File: config.mk
export PLATFORM = sky130hd
export DESIGN_NAME = crc32_fcs_unit
export DESIGN_NICKNAME = d
export VERILOG_FILES = /design/src/rtl/crc32_fcs_unit.sv
export SDC_FILE = /design/constraint.sdc
export NUM_CORES = 1
export LEC_CHECK = 0
export CORE_MARGIN = 2
export CORE_UTILIZATION = 39
export DETAILED_ROUTE_END_ITERATION = 10
export PLACE_DENSITY_LB_ADDON = 0.1
export SLEW_MARGIN = 20
export SYNTH_ARGS = -nofsm -noshare
export SYNTH_HDL_FRONTEND = slang
export SYNTH_SLANG_ARGS = --single-unit
File: constraint.sdc
create_clock -name clk -period 9.5 [get_ports clk]
set_input_delay 0.95 -clock clk [delete_from_list [all_inputs] [get_ports clk]]
set_output_delay 0.95 -clock clk [all_outputs]
set_load 0.02 [all_outputs]
File: src/rtl/crc32_fcs_unit.sv
// crc32_fcs_unit: CRC-32 (IEEE 802.3) stream unit; in_* frame words in, fcs_* FCS bytes out (generate), crc_value/res_valid/crc_ok/crc_err results
module crc32_fcs_unit #(
  parameter int          DATA_W        = 8,
  parameter logic [31:0] CHECK_RESIDUE = 32'hDEBB20E3
) (
  input  logic                  clk,
  input  logic                  rst,
  input  logic                  in_valid,
  output logic                  in_ready,
  input  logic                  in_sop,
  input  logic                  in_eop,
  input  logic [DATA_W-1:0]     in_data,
  input  logic [DATA_W/8-1:0]   in_keep,
  input  logic                  in_mode,
  output logic                  fcs_valid,
  input  logic                  fcs_ready,
  output logic [7:0]            fcs_byte,
  output logic                  fcs_last,
  output logic [31:0]           crc_value,
  output logic                  res_valid,
  output logic                  crc_ok,
  output logic                  crc_err
);
  localparam int NB = DATA_W / 8;
  typedef enum logic [1:0] {IDLE, CALC, FCS} state_t;
  state_t      state_q, state_d;
  logic [31:0] crc_q, crc_d, crcv_q, crcv_d, folded;
  logic [1:0]  idx_q, idx_d;
  logic        mode_q, mode_d, res_q, res_d, ok_q, ok_d, err_q, err_d;
  logic        accept, eff_mode;

  function automatic logic [31:0] fold(input logic [31:0] c, input logic [DATA_W-1:0] d, input logic [NB-1:0] en);
    logic [31:0] r;
    r = c;
    for (int k = 0; k < NB; k++)
      for (int b = 0; b < 8; b++)
        if (en[k]) r = (r >> 1) ^ (32'hEDB88320 & {32{r[0] ^ d[8*k+b]}});
    return r;
  endfunction

  always_ff @(posedge clk)
    if (rst) begin
      state_q <= IDLE;
      crc_q   <= 32'hFFFFFFFF;
      crcv_q  <= 32'd0;
      idx_q   <= 2'd0;
      mode_q  <= 1'b0;
      res_q   <= 1'b0;
      ok_q    <= 1'b0;
      err_q   <= 1'b0;
    end else begin
      state_q <= state_d;
      crc_q   <= crc_d;
      crcv_q  <= crcv_d;
      idx_q   <= idx_d;
      mode_q  <= mode_d;
      res_q   <= res_d;
      ok_q    <= ok_d;
      err_q   <= err_d;
    end

  always_comb begin
    accept   = in_valid && state_q != FCS && (in_sop || state_q == CALC);
    eff_mode = in_sop ? in_mode : mode_q;
    folded   = fold(in_sop ? 32'hFFFFFFFF : crc_q, in_data, in_eop ? in_keep : {NB{1'b1}});
    crc_d    = accept ? folded : crc_q;
    mode_d   = accept && in_sop ? in_mode : mode_q;
    res_d    = accept && in_eop;
    ok_d     = res_d && eff_mode && folded == CHECK_RESIDUE;
    err_d    = res_d && eff_mode && folded != CHECK_RESIDUE;
    crcv_d   = res_d ? ~folded : crcv_q;
    idx_d    = state_q == FCS && fcs_ready ? idx_q + 2'd1 : idx_q;
    state_d  = state_q;
    if (state_q == FCS) begin
      if (fcs_ready && idx_q == 2'd3) state_d = IDLE;
    end else if (accept) begin
      if (!in_eop) state_d = CALC;
      else if (eff_mode) state_d = IDLE;
      else state_d = FCS;
    end
  end

  always_comb begin
    in_ready  = state_q != FCS;
    fcs_valid = state_q == FCS;
    fcs_byte  = fcs_valid ? crcv_q[{idx_q, 3'b000} +: 8] : 8'd0;
    fcs_last  = fcs_valid && idx_q == 2'd3;
    crc_value = crcv_q;
    res_valid = res_q;
    crc_ok    = ok_q;
    crc_err   = err_q;
  end
endmodule

==> metrics.md <==
| Metric | Value |
|---|---|
| Syn Std Cell Area | 0.00471 mm^2 |
| Synth area leaders | dfxtp_1, nor2_1, xnor2_1 |
| Cell Chain, Critical Path | clkdlybuf4s50_1, and2b_2, o32ai_2, xnor2_1, mux2i_1, a21oi_1, nand4_1, or4_1, nor4_2, and4b_1 |
| RD Place Congestion | roughly 0.9 |
| Ant diodes | 0 |
| Total CTS buffers | 9 |
| Drt pass-1 iters | 5 |
| Pins Over Slew Limit | 0 |
| Area grow syn2layout | 20.0% |
| Internal Power | ~720 uW |
| Hold Crit Class | reg -> reg |
| Maximum vdd drop | 0.0000897 V |
| Syn nets | roughly 580 |
| Core Region | approximately 0.012 mm^2 |
| Asr flop ratio synth | 0% |
| Via count | 4158 |
| Reg power frac | 32.2% |
| Setup repair bufs after CTS | 0 |
| Synth top cells by count | nor2_1, dfxtp_1, nand2_1, clkbuf_1, xnor2_1 |
| Max-Cap Viols | 0 |
| Initial antenna violation count | 0 |
| Critical path depth in cells | 10 |
| Routed wire length per instance | 19.4 um |
| DRT antenna net count | 0 |
| DP HPWL | 10200 um |
| CTS tree | yes |
| Post-synthesis cell type count | 54 |
| Ys flop type | dfxtp_1 |
| Vias in the first global route | 3864 |
| Top-count cell post-synth | nor2_1 |
| P per Cell Area | a little over 200 mW/mm^2 |
| Ys Warns | 0 |
| Hold path endpoint | crc_value[30] |
| Post-synth EDFFs | 0 |
| Vias per inst | 5.58 |
| Crit Path Category | in -> reg |
| Total global-route track usage | 22.8% |
| R2r setup slk | 5.67 ns |
| Top-Level Pins | 62 |
| Chip Height | around 110 um |
| Total power | 1140 uW |
| Filler cell count | 1206 |
| Port bufs | between 60 and 70 |
| Avg Inst Size Synth | 8.39 um^2 |
| FMAX | roughly 210 MHz |
| Share of layout cells above drive strength 1 | 9.20% |
| #FFs+latches synth | 72 |
| Startpoint types | input pin |
| Power share of the combinational group | 38.8% |
| CP peak stage delay | 0.84 ns |
| Crit end category | flop |
| Post-layout min period | 4.71 ns |
| Setup violators final | 0 |
| Slew HR | 30.3% |
| Worst Path Required | 9.78 ns |
| Largest net degree at the start of global routing | 62 |
| Slew at the pin with the worst max-slew slack | 1.04 ns |
| Switching share of power | 37.2% |
| Critical path's top delay family | simple AND/OR/NAND/NOR gates |
| Resized Gates After CTS | 0 |
| Die width | 114 um |
| Worst hold path startpoint | crc_value[30] |
| Worst reg-to-reg path cell count | 10 |
| Reg2Reg Capture Point | crc_ok |
| Final #Nets | between 600 and 700 |
| Clock root cell | clkbuf_16 |
| Synth top area share | a little under a third |
| Final hold vios | 0 |
| Worst Hold Slack | 0.479 ns |
| Synth area leader | dfxtp_1 |
| LEAKAGE | 0.00207 uW |
| Clock share of power | 29.0% |
| H-Tree Level Count | 3 |
| Setup Skew | 0.00791 ns |
| Worst EP arrival | 4.98 ns |
| Clock-pin slew on the worst setup and hold paths | 0.06 ns |
| CTS Sinks | roughly 70 |
| WP buf/inv | 1 |
| Row count | 40 |
| RSZ-0062 raised after global routing | false |
| Die area | around 0.013 mm^2 |
| GRT Residual Overflow | 0 |
| Sequential area share after synthesis | 30.6% |
| CTS Buffer Depth | 2 |
| Starting Density | 39.5% |
| Hold-fix buffers, CTS | 0 |
| R2r startpoint | crc_q[0] |
| First-pass GRT wire length | 22500 um |
| Outcome | finished, final reports clean |
| Cells after synthesis | 561 |
| DRC | 0 |
| Clock Latency Late Sink | 0.34 ns |
| Sw power | 423 uW |
| Period utilisation layout | between 40% and 50% |
| DRT iter0 DRCs | 275 |
| Final wirelength | 14500 um |
| Hold Path Stages | 2 |
| Final TNS setup | 0 ns |
| Critical-path top delay cell | and2b_2 |
| Worst Path Max Fanout | 49 |
cell families after synthesis:
group	after synthesis	share of synthesized area, %
simple gates	222	21.3
compound gates	119	17.9
xor+xnor	74	18.8
flops	72	30.6
buf+inv	53	4.63
mux	20	6.41
fa+ha+maj	1	0.266
worst min-delay path, delay by kind of cell, from the launching register on:
family          cells  cell delay [ns]
flops               1             0.32
simple gates        1             0.06
compound gates      1             0.05
power groups by stage:
stage          combinational [uW]  sequential (uW)  clock (uW)
6_report                      442              366         330
5_1_grt                       475              370         347
4_1_cts                       439              366         338
3_5_place_dp                  436              373           0
3_3_place_gp                  434              372           0
2_1_floorplan                 300              373           0
per-layer routing:
| layer | wire length (um) | global-route usage [%] | vias up | part of all wire [%] |
|---|---|---|---|---|
| met5 | 0 | 0 | - | 0 |
| met1 | 6530 | 30.6 | 1970 | 45 |
| met4 | 331 | 8.78 | 0 | 2.3 |
| li1 | - | - | 2037 | - |
| met3 | 653 | 3.29 | 23 | 4.5 |
| met2 | 6970 | 37.2 | 128 | 48 |
worst max-delay path by stage:
stage / from / slack (ns) / end
global placement: in_eop / 4.51 / crc_ok
global route: in_eop / 4.58 / crc_ok
CTS: in_eop / 4.83 / crc_ok
detailed placement: in_eop / 4.50 / crc_ok
floorplan: in_sop / 5.53 / crc_ok
finish: in_eop / 4.79 / crc_ok
layout by cell type, fill, tap and decap left out, types with 13 or more instances in the layout:
cell type / synthesis / routed
a211oi_1: 13 / 13
a21oi_1: 24 / 24
clkdlybuf4s50_1: 0 / 60
dfxtp_1: 72 / 72
nand2_1: 52 / 52
nor2_1: 99 / 98
nor3_1: 24 / 24
o211ai_1: 25 / 25
o21ai_0: 24 / 24
xnor2_1: 40 / 40
xor2_1: 15 / 15
per-stage QoR:
| stage | setup WS (ns) | instances | utilization, % | area, um^2 |
|---|---|---|---|---|
| final | 4.79 | 745 | 47.4 | 5650 |
| after global routing | 4.58 | 745 | 47.4 | 5650 |
| after CTS | 4.83 | 745 | 47.4 | 5650 |
| after detailed placement | 4.50 | 729 | 45.0 | 5360 |
| after global placement | 4.51 | 729 | 45.0 | 5360 |
| after floorplan | 5.53 | 561 | - | 4710 |
state kept, by name, indices dropped and copies added (netlist names):
name       count
crc_err        1
crc_ok         1
crc_value     32
crc_q         32
res_valid      1
state_q        2
mode_q         1
idx_q          2
layout make-up:
type	count	area (um^2)	area share (%)
Inverter	6	22.5	0.399
Clock inverter	4	27.5	0.487
Multi-Input combinational cell	436	3050	54.0
Sequential cell	72	1440	25.5
Timing Repair Buffer	68	658	11.6
Tap cell	147	184	3.26
Clock buffer	12	267	4.72
No activity file was read; power rests on OpenSTA's default activity.
